### config.mk
export PLATFORM = sky130hd
export DESIGN_NAME = cpu4_mc_ctrl
export DESIGN_NICKNAME = d
export VERILOG_FILES = /design/src/rtl/cpu4_mc_ctrl_pkg.sv /design/src/rtl/cpu4_mc_ctrl_aludec.sv /design/src/rtl/cpu4_mc_ctrl_flopr.sv /design/src/rtl/cpu4_mc_ctrl.sv
export SDC_FILE = /design/constraint.sdc
export NUM_CORES = 1
export LEC_CHECK = 0
export ABC_AREA = 0
export BUFFER_PORTS_ARGS = -buffer_cell sky130_fd_sc_hd__buf_2
export CAP_MARGIN = 20
export CORE_MARGIN = 4
export CORE_UTILIZATION = 55
export DETAILED_ROUTE_END_ITERATION = 8
export PLACE_DENSITY = 0.83
export REMOVE_ABC_BUFFERS = 1
export SLEW_MARGIN = 10
export SYNTH_ARGS = -nofsm -noshare
export SYNTH_HDL_FRONTEND = slang
export SYNTH_SLANG_ARGS = --single-unit
### constraint.sdc
create_clock -name clk -period 3.82 [get_ports clk]
set_input_delay 0.382 -clock clk [delete_from_list [all_inputs] [get_ports clk]]
set_output_delay 0.382 -clock clk [all_outputs]
set_load 0.005 [all_outputs]
### src/rtl/cpu4_mc_ctrl_pkg.sv
// Shared encodings for the multicycle CPU controller: opcodes, funct codes,
// ALU control codes, FSM states and the packed control word.
package cpu4_mc_ctrl_pkg;

    localparam logic [5:0] OP_LW    = 6'b100011;
    localparam logic [5:0] OP_SW    = 6'b101011;
    localparam logic [5:0] OP_RTYPE = 6'b000000;
    localparam logic [5:0] OP_BEQ   = 6'b000100;
    localparam logic [5:0] OP_ADDI  = 6'b001000;
    localparam logic [5:0] OP_J     = 6'b000010;

    localparam logic [5:0] FN_ADD = 6'b100000;
    localparam logic [5:0] FN_SUB = 6'b100010;
    localparam logic [5:0] FN_AND = 6'b100100;
    localparam logic [5:0] FN_OR  = 6'b100101;
    localparam logic [5:0] FN_SLT = 6'b101010;

    localparam logic [2:0] ALU_ADD = 3'b010;
    localparam logic [2:0] ALU_SUB = 3'b110;
    localparam logic [2:0] ALU_AND = 3'b000;
    localparam logic [2:0] ALU_OR  = 3'b001;
    localparam logic [2:0] ALU_SLT = 3'b111;

    typedef enum logic [3:0] {
        S_FETCH    = 4'd0,
        S_DECODE   = 4'd1,
        S_MEMADR   = 4'd2,
        S_MEMRD    = 4'd3,
        S_MEMWB    = 4'd4,
        S_MEMWR    = 4'd5,
        S_EXECUTE  = 4'd6,
        S_ALUWB    = 4'd7,
        S_BRANCH   = 4'd8,
        S_ADDIEXEC = 4'd9,
        S_ADDIWB   = 4'd10,
        S_JUMP     = 4'd11
    } state_t;

    // pcen has three sources: FETCH (qualified by mem_ready), BRANCH (by zero), JUMP.
    typedef struct packed {
        logic       mem_req;
        logic       iord;
        logic       irwrite_en;
        logic       memwrite;
        logic       regdst;
        logic       memtoreg;
        logic       regwrite;
        logic       alusrca;
        logic [1:0] alusrcb;
        logic [1:0] pcsrc;
        logic [2:0] alucontrol;
        logic       pcen_mr;
        logic       pcen_zero;
        logic       pcen_one;
    } ctrl_t;

    localparam ctrl_t CTRL_FETCH = '{
        mem_req:    1'b1,
        iord:       1'b0,
        irwrite_en: 1'b1,
        memwrite:   1'b0,
        regdst:     1'b0,
        memtoreg:   1'b0,
        regwrite:   1'b0,
        alusrca:    1'b0,
        alusrcb:    2'b01,
        pcsrc:      2'b00,
        alucontrol: ALU_ADD,
        pcen_mr:    1'b1,
        pcen_zero:  1'b0,
        pcen_one:   1'b0
    };

    function automatic logic op_supported(input logic [5:0] op_v);
        logic ok_v;
        case (op_v)
            OP_LW, OP_SW, OP_RTYPE, OP_BEQ, OP_ADDI, OP_J: ok_v = 1'b1;
            default:                                       ok_v = 1'b0;
        endcase
        return ok_v;
    endfunction

endpackage

### src/rtl/cpu4_mc_ctrl_aludec.sv
// Combinational R-type funct to ALU control decoder with a validity flag.
module cpu4_aludec
    import cpu4_mc_ctrl_pkg::*;
(
    input  logic [5:0] funct,
    output logic [2:0] alucontrol,
    output logic       valid
);

    // funct lookup; unsupported codes report invalid and select AND (all zeros).
    always_comb begin
        alucontrol = ALU_AND;
        valid      = 1'b1;
        case (funct)
            FN_ADD:  alucontrol = ALU_ADD;
            FN_SUB:  alucontrol = ALU_SUB;
            FN_AND:  alucontrol = ALU_AND;
            FN_OR:   alucontrol = ALU_OR;
            FN_SLT:  alucontrol = ALU_SLT;
            default: begin
                alucontrol = ALU_AND;
                valid      = 1'b0;
            end
        endcase
    end

endmodule

### src/rtl/cpu4_mc_ctrl_flopr.sv
// Reset flop primitive: asynchronous active-low reset to a fixed value.
module cpu4_flopr #(
    parameter int               WIDTH     = 1,
    parameter logic [WIDTH-1:0] RESET_VAL = '0
) (
    input  logic             clk,
    input  logic             rst_n,
    input  logic [WIDTH-1:0] d,
    output logic [WIDTH-1:0] q
);

    // Storage with asynchronous reset.
    always_ff @(posedge clk or negedge rst_n) begin
        if (!rst_n) begin
            q <= RESET_VAL;
        end else begin
            q <= d;
        end
    end

endmodule

### src/rtl/cpu4_mc_ctrl.sv
// Multicycle CPU control FSM. The control word is registered from the next
// state so each output is a glitch-free Moore decode of the current state.
module cpu4_mc_ctrl
    import cpu4_mc_ctrl_pkg::*;
(
    input  logic       clk,
    input  logic       reset,
    input  logic [5:0] op,
    input  logic [5:0] funct,
    input  logic       zero,
    input  logic       mem_ready,
    output logic       mem_req,
    output logic       iord,
    output logic       irwrite,
    output logic       memwrite,
    output logic       regdst,
    output logic       memtoreg,
    output logic       regwrite,
    output logic       alusrca,
    output logic [1:0] alusrcb,
    output logic [1:0] pcsrc,
    output logic [2:0] alucontrol,
    output logic       pcen,
    output logic       illegal_op
);

    logic [3:0] state_q_r;
    state_t     state_r;
    state_t     state_nxt_s;
    ctrl_t      ctrl_r;
    ctrl_t      ctrl_nxt_s;
    logic [2:0] funct_alu_s;
    logic       funct_ok_s;
    logic       illegal_s;

    cpu4_aludec u_aludec (
        .funct      (funct),
        .alucontrol (funct_alu_s),
        .valid      (funct_ok_s)
    );

    cpu4_flopr #(
        .WIDTH     (4),
        .RESET_VAL (S_FETCH)
    ) u_state_reg (
        .clk   (clk),
        .rst_n (reset),
        .d     (state_nxt_s),
        .q     (state_q_r)
    );

    assign state_r = state_t'(state_q_r);

    // Next-state selection.
    always_comb begin
        state_nxt_s = S_FETCH;
        case (state_r)
            S_FETCH: begin
                if (mem_ready) state_nxt_s = S_DECODE;
                else           state_nxt_s = S_FETCH;
            end
            S_DECODE: begin
                case (op)
                    OP_LW, OP_SW: state_nxt_s = S_MEMADR;
                    OP_RTYPE:     state_nxt_s = S_EXECUTE;
                    OP_BEQ:       state_nxt_s = S_BRANCH;
                    OP_ADDI:      state_nxt_s = S_ADDIEXEC;
                    OP_J:         state_nxt_s = S_JUMP;
                    default:      state_nxt_s = S_FETCH;
                endcase
            end
            S_MEMADR: begin
                if (op == OP_SW) state_nxt_s = S_MEMWR;
                else             state_nxt_s = S_MEMRD;
            end
            S_MEMRD: begin
                if (mem_ready) state_nxt_s = S_MEMWB;
                else           state_nxt_s = S_MEMRD;
            end
            S_MEMWR: begin
                if (mem_ready) state_nxt_s = S_FETCH;
                else           state_nxt_s = S_MEMWR;
            end
            S_EXECUTE: begin
                if (funct_ok_s) state_nxt_s = S_ALUWB;
                else            state_nxt_s = S_FETCH;
            end
            S_ADDIEXEC: state_nxt_s = S_ADDIWB;
            S_MEMWB, S_ALUWB, S_BRANCH, S_ADDIWB, S_JUMP: state_nxt_s = S_FETCH;
            default:    state_nxt_s = S_FETCH;
        endcase
    end

    // Control word for the state being entered; funct is already valid in DECODE.
    always_comb begin
        ctrl_nxt_s = '0;
        case (state_nxt_s)
            S_FETCH: ctrl_nxt_s = CTRL_FETCH;
            S_DECODE: begin
                ctrl_nxt_s.alusrcb    = 2'b11;
                ctrl_nxt_s.alucontrol = ALU_ADD;
            end
            S_MEMADR, S_ADDIEXEC: begin
                ctrl_nxt_s.alusrca    = 1'b1;
                ctrl_nxt_s.alusrcb    = 2'b10;
                ctrl_nxt_s.alucontrol = ALU_ADD;
            end
            S_MEMRD: begin
                ctrl_nxt_s.mem_req = 1'b1;
                ctrl_nxt_s.iord    = 1'b1;
            end
            S_MEMWB: begin
                ctrl_nxt_s.memtoreg = 1'b1;
                ctrl_nxt_s.regwrite = 1'b1;
            end
            S_MEMWR: begin
                ctrl_nxt_s.mem_req  = 1'b1;
                ctrl_nxt_s.iord     = 1'b1;
                ctrl_nxt_s.memwrite = 1'b1;
            end
            S_EXECUTE: begin
                ctrl_nxt_s.alusrca    = 1'b1;
                ctrl_nxt_s.alucontrol = funct_alu_s;
            end
            S_ALUWB: begin
                ctrl_nxt_s.regdst   = 1'b1;
                ctrl_nxt_s.regwrite = 1'b1;
            end
            S_BRANCH: begin
                ctrl_nxt_s.alusrca    = 1'b1;
                ctrl_nxt_s.alucontrol = ALU_SUB;
                ctrl_nxt_s.pcsrc      = 2'b01;
                ctrl_nxt_s.pcen_zero  = 1'b1;
            end
            S_ADDIWB: ctrl_nxt_s.regwrite = 1'b1;
            S_JUMP: begin
                ctrl_nxt_s.pcsrc    = 2'b10;
                ctrl_nxt_s.pcen_one = 1'b1;
            end
            default: ctrl_nxt_s = CTRL_FETCH;
        endcase
    end

    cpu4_flopr #(
        .WIDTH     ($bits(ctrl_t)),
        .RESET_VAL (CTRL_FETCH)
    ) u_ctrl_reg (
        .clk   (clk),
        .rst_n (reset),
        .d     (ctrl_nxt_s),
        .q     (ctrl_r)
    );

    // op/funct only become valid once the instruction register is loaded, so this cannot be registered ahead.
    always_comb begin
        if (state_r == S_DECODE) begin
            illegal_s = !op_supported(op);
        end else if (state_r == S_EXECUTE) begin
            illegal_s = !funct_ok_s;
        end else begin
            illegal_s = 1'b0;
        end
    end

    assign mem_req    = ctrl_r.mem_req;
    assign iord       = ctrl_r.iord;
    assign memwrite   = ctrl_r.memwrite;
    assign regdst     = ctrl_r.regdst;
    assign memtoreg   = ctrl_r.memtoreg;
    assign regwrite   = ctrl_r.regwrite;
    assign alusrca    = ctrl_r.alusrca;
    assign alusrcb    = ctrl_r.alusrcb;
    assign pcsrc      = ctrl_r.pcsrc;
    assign alucontrol = ctrl_r.alucontrol;
    assign illegal_op = illegal_s;
    // The gated strobes are masked by reset so nothing commits while it is held.
    assign irwrite    = ctrl_r.irwrite_en & mem_ready & reset;
    assign pcen       = reset & ((ctrl_r.pcen_mr & mem_ready) |
                                 (ctrl_r.pcen_zero & zero) |
                                 ctrl_r.pcen_one);

endmodule

; ---- Yosys cells after proc, flatten, opt, wreduce, memory -nomap -nowiden
; Cells that the tools add are included.
[word_totals]
register_bits = 22
output_inout_bits = 17
word_cells = 76
[classes]
muxes = 25
reduce_logical = 15
bitwise_logic = 7
eq_ne = 27
[op_table]
columns = operator, count
row1 = $eq A6 B6 Y1 const B, 7
row2 = $pmux W4 S7, 1
row3 = $eq A4 B3 Y1 const B, 6
row4 = $eq A4 B4 Y1 const B, 5
row5 = $pmux W4 S5, 1
row6 = $eq A4 B2 Y1 const B, 4
row7 = $mux W1, 14
row8 = $mux W3, 4
row9 = $pmux W3 S4, 1
row10 = $reduce_or A6 Y1, 2
row11 = $reduce_or A11 Y1, 1
row12 = $pmux W3 S3, 1
row13 = $reduce_or A9 Y1, 1
row14 = $eq A4 B1 Y1 const B, 2
row15 = $pmux W2 S2, 2
row16 = $reduce_or A8 Y1, 1
row17 = $eq A6 B2 Y1 const B, 1
row18 = $eq A6 B3 Y1 const B, 1
row19 = $eq A6 B4 Y1 const B, 1
row20 = $logic_not A6 Y1, 1
row21 = $pmux W2 S3, 1
row22 = $reduce_or A2 Y1, 3
row23 = $and A1 B1 Y1, 5
row24 = $reduce_or A5 Y1, 1
row25 = 5 further kinds, 7

; ---- Depth between registers and ports, before layout
; Gate-level depths: netlist (run 1).
[logic_depth]
ltp_word = 8
depth_mapped = 7

; ---- Hierarchy
; Synthesis (run 1) repeated with hierarchy kept, for this count alone.
[hier_totals]
hier_cells = 119
hier_area_um2 = 1301.2
[modules_own_cells]
columns = mod, area_each_um2, cells_each, instances, seq_area_each_um2
row1 = cpu4_mc_ctrl, 671.9, 88, 1, 0.0
row2 = cpu4_flopr at u_ctrl_reg, 456.7, 18, 1, 456.7
row3 = cpu4_flopr at u_state_reg, 100.1, 4, 1, 100.1
row4 = cpu4_aludec, 72.6, 9, 1, 0.0

; ---- Worst setup path before layout (run 1)
; Ideal clock, no wire load.
[synth_timing]
kind = input -> register
startpoint = in mem_ready
endpoint = reg u_ctrl_reg.q[9]
path_slack_ps = 2187
required_ps = 3685
n_path_buf = 1
arrival_ps = 1498
stages = 6
path_cell_list = buf_6 -> or3b_1 -> a31o_1 -> o32ai_2 -> nand4b_4 -> o211ai_1
[synth_lines]
columns = item, line_no
row1 = from (decl), cpu4_mc_ctrl.sv:11  ; input logic mem_ready,
row2 = to (signal assigned), cpu4_mc_ctrl_flopr.sv:15  ; q <= RESET_VAL;
row3 = to (signal assigned), cpu4_mc_ctrl_flopr.sv:17  ; q <= d;
row4 = to (decl), cpu4_mc_ctrl_flopr.sv:9  ; output logic [WIDTH-1:0] q

; ---- Worst setup path after layout (run 1)
[layout_timing]
startpoint = reg u_state_reg.q[0]
endpoint = out illegal_op
[layout_between]
elab_chain_len = 3
[layout_rtl]
columns = item, line_no
row1 = from (decl), cpu4_mc_ctrl_flopr.sv:9
row2 = from (signal assigned), cpu4_mc_ctrl_flopr.sv:15
row3 = from (signal assigned), cpu4_mc_ctrl_flopr.sv:17
row4 = $eq A4 B3 Y1, cpu4_mc_ctrl.sv:158  ; end else if (state_r == S_EXECUTE) begin
row5 = $mux W1, cpu4_mc_ctrl.sv:158
row6 = $mux W1 *, cpu4_mc_ctrl.sv:156  ; if (state_r == S_DECODE) begin
row7 = to (decl), cpu4_mc_ctrl.sv:24  ; output logic illegal_op
; Mark *: on every way between the ends. The rest lies on a longest branch, timed or not.

==> results of run 1 <==
-- critical path: cells and delay by family (launching register included) --
family	cells	cell delay [ns]
DFF	1	0.62
and+or+nand+nor	2	0.55
buffers and inverters	1	0.17
AOI/OAI and AO/OA	1	0.11
-- through the flow --
| stage | area [µm²] | util [%] | std cells | power [mW] |
|---|---|---|---|---|
| after floorplan | 1132 | - | 109 | 0.4776 |
| after detailed placement | 1326 | 64.95 | 168 | 0.5665 |
| final | 1363 | 66.73 | 172 | 0.6778 |
| after global routing | 1363 | 66.73 | 172 | 0.7300 |
| after CTS | 1363 | 66.73 | 172 | 0.6840 |
| after global placement | 1326 | 64.95 | 168 | 0.5567 |
-- metal layers --
| metal | vias up | GRT usage, % |
|---|---|---|
| met1 | 495 | 20.64 |
| met5 | - | 0 |
| met3 | 6 | 4.021 |
| met4 | 0 | 8.097 |
| met2 | 33 | 33.27 |
| li1 | 492 | - |
-- placed cells by master, fill, tap and decap left out, types with 2 or more instances in the layout --
cell / count
nor2b_1: 3
o21ai_0: 3
inv_2: 2
dfstp_2: 4
nand2b_1: 2
nor3_1: 3
inv_1: 4
a31oi_1: 2
nand3_1: 5
nor3_2: 2
o21a_1: 3
o211ai_1: 4
or3b_1: 2
buf_2: 32
and3_1: 5
nor2_1: 7
clkbuf_4: 3
nand2_1: 9
nor3b_1: 2
dfrtp_1: 16
-- power by group through the flow --
stage	Clock [mW]	Combinational, mW	Sequential, mW
global placement	0	0.251	0.305
global route	0.129	0.292	0.309
floorplan	0	0.174	0.304
CTS	0.121	0.260	0.303
detailed placement	0	0.261	0.306
finish	0.117	0.258	0.304
-- area by class of cell --
class	count	area (µm²)	area share (%)
Multi-Input combinational cell	83	604.3	44.35
Tap cell	27	33.78	2.479
Timing Repair Buffer	32	160.2	11.75
Sequential cell	20	505.5	37.10
Clock buffer	4	36.28	2.663
Inverter	6	22.52	1.653
-- flip-flops by register name, summed over array words and instances, names as in the netlist --
name and flops:
u_ctrl_reg.q 16, u_state_reg.q 4
-- final timing paths --
path,to,cells after the start,slack (ns)
worst max register to register,u_ctrl_reg.q[10],5,1.94
worst min-delay path,u_state_reg.q[0],1,0.007
max in group asynchronous,u_ctrl_reg.q[4],1,3.48
worst max-delay path,illegal_op,4,1.69
min in group clk,u_ctrl_reg.q[5],3,0.38
worst min register to register,u_ctrl_reg.q[11],2,0.69
-- cell families (layout without fill, tap and decap cells) --
| family | count (synthesis) | in the layout | share of synthesized area, % |
|---|---|---|---|
| AOI/OAI and AO/OA | 30 | 30 | 20.82 |
| DFF | 20 | 20 | 41.44 |
| xor gates and xnor gates | 1 | 1 | 0.7181 |
| buffers and inverters | 17 | 42 | 9.025 |
| muxes | 1 | 1 | 0.8205 |
| and+or+nand+nor | 51 | 51 | 27.18 |
==> results.json, run 1 <==
{
  "cts_hold_buf": 0,
  "syn_area_um2": 1220,
  "ant_nets": 0,
  "vias": 1026,
  "p_sw_share_pct": 34.02,
  "hp-class": "input port to async pin",
  "start_kind": "flop",
  "slew_violations": 0,
  "async_flop_share_pct": 100.0,
  "irDropWorstVdd_mv": 0.3539,
  "cts-root-buf": "clkbuf_4",
  "tightest_slew_ns": 0.4643,
  "antenna_found_initial": 0,
  "clk_pin_slew_ns": 0.10,
  "die_x_um": 55.10,
  "syn-instance-count": 120,
  "globalplace.congestion": 0.8505,
  "wl_met3_um": 168,
  "synth_top_area_cell": "dfrtp_1",
  "via_per_inst": 5.965,
  "maxSlewHeadroom_pct": 69.04,
  "synth_cell_types": 52,
  "synth_commonest_cells": "dfrtp_1, nand2_1, buf_4",
  "cp.required_ns": 3.44,
  "first_pass_iters": 5,
  "p_per_area_nw_per_um2": 497.5,
  "initial_utilization_pct": 59.74,
  "cts_buffer_depth": 2,
  "wl_met1_um": 1030,
  "synth.most_common_cell": "dfrtp_1",
  "cts_setup_buffers": 0,
  "cts_buffers": 3,
  "combPwrFrac_pct": 38.0,
  "synth_edf_count": 0,
  "fmax_mhz": 469.6,
  "avgSynthCellArea_um2": 10.17,
  "final_nets": 162,
  "die_y_um": 55.10,
  "coreArea_um2": 2042,
  "seq_power_share_pct": 44.8,
  "dr.max_layer_used": "met4",
  "cts_max_level": 1,
  "synthFlopType": "dfrtp_1",
  "drc": 0,
  "finClkSkew_ns": 0.004728,
  "p_leak_nw": 0.6571,
  "fin_crit_ns": 2.129,
  "clk_latency_ns": 0.30,
  "yosys_warnings": 0,
  "nFillCells": 180,
  "die_area_um2": 3035,
  "cp_slowest_cell": "dfrtp_1",
  "p_int_uw": 447.2,
  "clock-sinks": 20,
  "grt_max_degree": 23,
  "max_stage_delay_ns": 0.62,
  "hpwl_um": 1963,
  "grt_overflow": 0,
  "dr_wl_met2_um": 1259,
  "p_clk_share_pct": 17.2,
  "track_usage_pct": 18.45,
  "cts_resized": 0,
  "final.setup.tns_ns": 0,
  "whs_ns": 0.007342,
  "numPortBuffers": 32,
  "status": "finished clean",
  "critPathMaxFanout": 14,
  "worstSetupStartpoint": "u_state_reg.q[0]",
  "rsz0062_at_grt": "false",
  "synth_top_area_share_pct": 32.82,
  "io_pins": 33,
  "wirelength_um": 2501,
  "drt_iter0_markers": 19,
  "setup_violations": 0,
  "synthTopCellsByArea": "dfrtp_1, dfstp_2, buf_4, nand2_1, and3_1",
  "report.final.hold_viol_count": 0,
  "crit_arrival_ns": 1.75,
  "synth_seq_cells": 20,
  "pre_cts_slack_ns": 1.927,
  "switchingPower_uw": 230.6,
  "cts_tree": "done",
  "rows": 16,
  "ys_seq_area_share_pct": 41.44,
  "wire_per_inst_um": 14.54,
  "area_growth_pct": 11.69,
  "timing.rr.start": "u_state_reg.q[0]",
  "worstSetupPathType": "flop to output pin",
  "drive_above_1_share_pct": 37.93,
  "grt_first_pass_wirelength_um": 3912,
  "antenna_cells": 0,
  "endpoint_kind": "output pin",
  "path_cells": "nor4b_2 -> nand3_1 -> o31ai_1 -> buf_2",
  "setup_slack_ns": 1.691,
  "grt_pass1_vias": 903,
  "fin_crit_sh_pct": 55.74,
  "drv_cap": 0
}
No activity file was read; power rests on OpenSTA's default activity.
==> run 2: changes to the inputs <==
Settings changed: CORE_UTILIZATION 55 to 51, PLACE_DENSITY 0.83 to 0.78.
Clock period 3.82 ns to 2.01 ns, I/O delays scaled along.
==> run 2 against run 1 <==
- via count unchanged
- non-clock buffer count up 4
- first-iteration DRC count down 26%
- critical path type unchanged
- largest cell class unchanged
- register-to-register slack worse by 1.8 ns
- final area up 1.5%
- sequential share of layout area down 0.54 points
- global-route usage down 1.6 points
==> results.json, run 2 (synthesized netlist as in run 1, its figures left out) <==
{
  "report.final.hold_viol_count": 0,
  "layout.cells.most_common_list": "buf_2, dfrtp_1, nand2_1",
  "p_int_uw": 822.6,
  "rsz0062_at_grt": "false",
  "grt_overflow": 0,
  "final_common_cell": "buf_2",
  "drive_above_1_share_pct": 38.51,
  "clk_pin_slew_ns": 0.10,
  "largest-register": "u_ctrl_reg.q",
  "track_usage_pct": 16.84,
  "status": "finished clean",
  "fin_crit_ns": 1.898,
  "hp-class": "input port to flop",
  "path_cells": "nor4b_2 -> nand3_1 -> o31ai_1 -> buf_2",
  "cts_buffers": 3,
  "endpoint_kind": "output pin",
  "combPwrFrac_pct": 41.2,
  "fmax_mhz": 526.8,
  "cts_hold_buf": 1,
  "worstSetupPathType": "flop to output pin",
  "tightest_slew_ns": 0.4719,
  "setup_violations": 0,
  "area_growth_pct": 13.33,
  "grt_max_degree": 18,
  "hpwl_um": 2095,
  "drv_cap": 0,
  "wire_per_inst_um": 15.26,
  "p_clk_share_pct": 14.3,
  "grt_pass1_vias": 994,
  "die_x_um": 56.91,
  "clk_latency_ns": 0.30,
  "ant_nets": 0,
  "p_sw_share_pct": 35.06,
  "cts_setup_buffers": 0,
  "antenna_found_initial": 0,
  "nFillCells": 204,
  "cp.required_ns": 1.81,
  "switchingPower_uw": 444.1,
  "irDropWorstVdd_mv": 0.6415,
  "critPathMaxFanout": 17,
  "largest_reg_flops": 16,
  "cts_resized": 0,
  "initial_utilization_pct": 54.11,
  "fin_crit_sh_pct": 94.45,
  "p_per_area_nw_per_um2": 916.2,
  "cts_buffer_depth": 2,
  "io_pins": 33,
  "maxSlewHeadroom_pct": 68.54,
  "globalplace.congestion": 0.8061,
  "cts-root-buf": "clkbuf_4",
  "cts_max_level": 1,
  "drt_iter0_markers": 14,
  "slew_violations": 0,
  "cp_slowest_cell": "dfrtp_1",
  "via_per_inst": 5.830,
  "die_y_um": 56.91,
  "die_area_um2": 3239,
  "first_pass_iters": 4,
  "vias": 1026,
  "p_leak_nw": 0.6681,
  "clock-sinks": 20,
  "wirelength_um": 2686,
  "cts_tree": "done",
  "max_stage_delay_ns": 0.56,
  "seq_power_share_pct": 44.5,
  "numPortBuffers": 32,
  "grt_first_pass_wirelength_um": 4284,
  "crit_arrival_ns": 1.70,
  "drc": 0,
  "multi_input_area_um2": 604.3,
  "seq_area_um2": 505.5,
  "coreArea_um2": 2255,
  "rows": 17,
  "total_power_mw": 1.267,
  "start_kind": "flop",
  "fin_util_pct": 61.32,
  "largest_registers": "u_ctrl_reg.q (16), u_state_reg.q (4)",
  "finClkSkew_ns": 0.001379,
  "final.setup.tns_ns": 0,
  "final_nets": 166,
  "antenna_cells": 0
}
==> run 2: routing by layer <==
layer | vias up | GRT usage [%] | share of wire, %
met5 | - | 0 | 0
met1 | 489 | 20.40 | 42
met4 | 0 | 6.954 | 1.4
li1 | 499 | - | -
met2 | 32 | 27.73 | 50
met3 | 6 | 5.057 | 6.4
==> run 2: power groups by stage <==
stage          Sequential, mW  Combinational, mW  Clock [mW]
2_1_floorplan           0.577              0.331           0
3_3_place_gp            0.566              0.506           0
3_5_place_dp            0.572              0.523           0
4_1_cts                 0.563              0.527       0.182
5_1_grt                 0.571              0.582       0.201
6_report                0.564              0.521       0.181
==> run 2: path summary, 6_finish.rpt <==
kind	start	end	slack, ns	cells after the start
max	u_state_reg.q[2]	illegal_op	0.11	4
min	funct[4]	u_ctrl_reg.q[3]	0.20	4
max reg2reg	u_state_reg.q[2]	u_ctrl_reg.q[9]	0.13	5
min reg2reg	u_state_reg.q[3]	u_ctrl_reg.q[11]	0.67	2
max in group asynchronous	reset	u_ctrl_reg.q[17]	1.24	3
min in group asynchronous	reset	u_ctrl_reg.q[13]	0.28	2
==> run 2: final cells by class <==
class / count / area share (%)
well taps: 28 / 2.534
multi-input cells: 83 / 43.71
inverters: 6 / 1.629
flip-flops and latches: 20 / 36.56
clock buffers: 3 / 1.629
repair buffers: 36 / 13.94
==> run 2: through the flow <==
stage                     setup WS [ns]  hold slack, ns  std cells  instance area (µm²)
after floorplan                  0.3158        -0.09459        109                 1132
after global placement           0.2408         0.06558        172                 1350
after detailed placement         0.1626         0.07256        172                 1350
after CTS                        0.1207          0.1958        176                 1383
after global routing           0.008385          0.2143        176                 1383
final                            0.1116          0.1985        176                 1383
==> run 2: worst max-delay path, delay by kind of cell, from the launching register on <==
kind	cells	cell delay (ns)
flops	1	0.56
compound gates	1	0.09
buf+inv	1	0.15
simple gates	2	0.59
==> run 3: changes to the inputs <==
Settings changed: ABC_AREA 0 to 1.
==> run 3 against run 2 <==
- fmax grew 15%
- sequential power hardly changed
- via count rose by 2.1%
- synthesized cell count increased by 22%
- clock-buffer cell count stayed put
- utilization is 2.4 points higher
- clock power rose by 80%
- final area increased by 2.9%
- global-route usage decreased by 0.50 points
- wire length fell by 10%
- largest cell class unchanged
==> results.json, run 3 <==
{
  "area_growth_pct": 16.85,
  "rows": 17,
  "grt-busiest-layer": "met2",
  "antenna_cells": 0,
  "seq_area_um2": 505.5,
  "status": "finished clean",
  "holdPathStages": 3,
  "hpwl_um": 1915,
  "numPortBuffers": 32,
  "via_per_inst": 5.137,
  "coreArea_um2": 2233,
  "vias": 1048,
  "maxSlewHeadroom_pct": 71.14,
  "die_x_um": 56.86,
  "die_y_um": 56.86,
  "largest_registers": "u_ctrl_reg.q (16), u_state_reg.q (4)",
  "setup_violations": 0,
  "synthFlopType": "dfrtp_1",
  "cts-root-buf": "clkbuf_4",
  "fin_crit_sh_pct": 82.29,
  "start_kind": "input port",
  "avgSynthCellArea_um2": 8.338,
  "track_usage_pct": 16.34,
  "fmax_mhz": 604.6,
  "use_met1_pct": 20.61,
  "report.final.hold_viol_count": 0,
  "ant_nets": 0,
  "final_common_cell": "buf_2",
  "final_nets": 193,
  "syn-instance-count": 146,
  "p_leak_nw": 0.8747,
  "yosys_warnings": 0,
  "grt_first_pass_wirelength_um": 4050,
  "endpoint_kind": "output pin",
  "layout.cells.most_common_list": "buf_2, inv_1, nand3_1",
  "min_to": "u_ctrl_reg.q[3]",
  "timing.rr.start": "u_state_reg.q[3]",
  "rsz0062_at_grt": "false",
  "cts_tree": "done",
  "cts_buffers": 3,
  "multi_input_area_um2": 566.8,
  "drc": 0,
  "timing.rr.end": "u_ctrl_reg.q[3]",
  "synth_seq_cells": 20,
  "min_from": "funct[4]",
  "grt_overflow": 0,
  "r2r_slack_ns": 0.42,
  "synthTopCellsByArea": "dfrtp_1, dfstp_2, nand3_1, inv_1, nand2_1",
  "clk_pin_slew_ns": 0.11,
  "synth.most_common_cell": "inv_1",
  "use_met3_pct": 3.678,
  "p_per_area_nw_per_um2": 1082,
  "grt_pass1_vias": 925,
  "antenna_found_initial": 0,
  "die_area_um2": 3232,
  "synth_top_area_cell": "dfrtp_1",
  "io_pins": 33,
  "synth_top_area_share_pct": 32.89,
  "synth_edf_count": 0,
  "irDropWorstVdd_mv": 0.9624,
  "wirelength_um": 2408,
  "syn_area_um2": 1217,
  "initial_utilization_pct": 54.51,
  "cts_max_level": 1,
  "grt_max_degree": 22,
  "worstSetupPathType": "input port to output pin",
  "async_flop_share_pct": 100.0,
  "slew_violations": 0,
  "tightest_slew_ns": 0.4329,
  "drt_iter0_markers": 28,
  "hp-class": "input port to flop",
  "synth_cell_types": 24,
  "cts_buffer_depth": 2,
  "cp.required_ns": 1.81,
  "drv_cap": 0,
  "largest_reg_flops": 16,
  "clock-sinks": 20,
  "finClkSkew_ns": 0.002536,
  "dp_cells": 199,
  "ys_seq_area_share_pct": 41.52,
  "first_pass_iters": 4,
  "critPathMaxFanout": 21,
  "nFillCells": 196,
  "crit_arrival_ns": 1.45,
  "drive_above_1_share_pct": 42.61,
  "globalplace.congestion": 0.8357,
  "largest-register": "u_ctrl_reg.q",
  "final.setup.tns_ns": 0,
  "finalInstanceArea_um2": 1423,
  "place_area_um2": 1360,
  "wire_per_inst_um": 11.80,
  "met2_usage_pct": 26.24,
  "clk_latency_ns": 0.30,
  "fin_crit_ns": 1.654,
  "final_cells": 204,
  "rr_worst_depth": 6,
  "synth_commonest_cells": "inv_1, nand3_1, nand2_1, nor2_1, dfrtp_1"
}
## run 3: changes by cell type in the layout (fill, tap and decap cells not counted), sizes merged, moves of 4 or more
cell / change
inv: +18
nor2: +19
nand4: +4
o211ai: -4
nor3: -4
nand3: +20
nand2: +17
## run 3: area by class of cell
type | instances | area share (%)
Multi-Input combinational cell | 95 | 39.84
Sequential cell | 20 | 35.53
Timing Repair Buffer | 33 | 11.96
Inverter | 24 | 6.508
Tap cell | 28 | 2.463
Clock inverter | 1 | 2.111
Clock buffer | 3 | 1.583
## run 3: worst max path at each step
stage,start,end,slack [ns],depth (start not counted)
2_1_floorplan,u_state_reg.q[3],u_ctrl_reg.q[15],0.65,9
3_3_place_gp,u_state_reg.q[3],u_ctrl_reg.q[3],0.52,6
3_5_place_dp,u_state_reg.q[3],u_ctrl_reg.q[3],0.48,6
4_1_cts,reset,pcen,0.32,5
5_1_grt,reset,pcen,0.20,5
6_report,reset,pcen,0.36,5
## run 3: critical path: stages
cell and delay (ns):
dlygate4sd3_1 0.52, buf_2 0.38, inv_1 0.10, a21oi_1 0.12, buf_2 0.12
## run 3: cell families (layout without fill, tap and decap cells)
logic type	Yosys count	in the layout	share of synthesized area, %
flip-flops	20	20	41.52
AO/OA/AOI/OAI	8	8	4.110
buffers and inverters	31	61	11.92
AND/OR/NAND/NOR	87	87	42.45
## run 3: metal layers
metal	vias to the layer above	wire length, µm
li1	524	-
met1	476	980
met5	-	0
met2	39	1189
met4	0	75
met3	9	162
## run 3: repair_timing
item | in CTS | in global routing
endpoints found under the setup margin | 0 | 0
gates resized for setup | 0 | 0
hold buffers | 1 | 0
setup buffers | 0 | 0
hold endpoints to repair | 16 | 0
## run 3: metrics by stage
step                hold WS, ns  utilization [%]  total power, mW  setup WS (ns)
detailed placement       0.1721            60.90            1.218         0.4833
finish                   0.1460            63.70            1.539         0.3560
global placement         0.1578            60.90            1.202         0.5173
CTS                      0.1371            63.70            1.550         0.3161
floorplan              -0.09459                -            1.036         0.6472
global route             0.1349            63.70            1.654         0.1988
## run 3: power by group
| group | switching [mW] | leakage, nW | internal (mW) |
|---|---|---|---|
| clock | 0.124 | 0.0279 | 0.202 |
| sequential | 0.0389 | 0.261 | 0.523 |
| combinational | 0.416 | 0.585 | 0.236 |
| total | 0.578 | 0.875 | 0.961 |
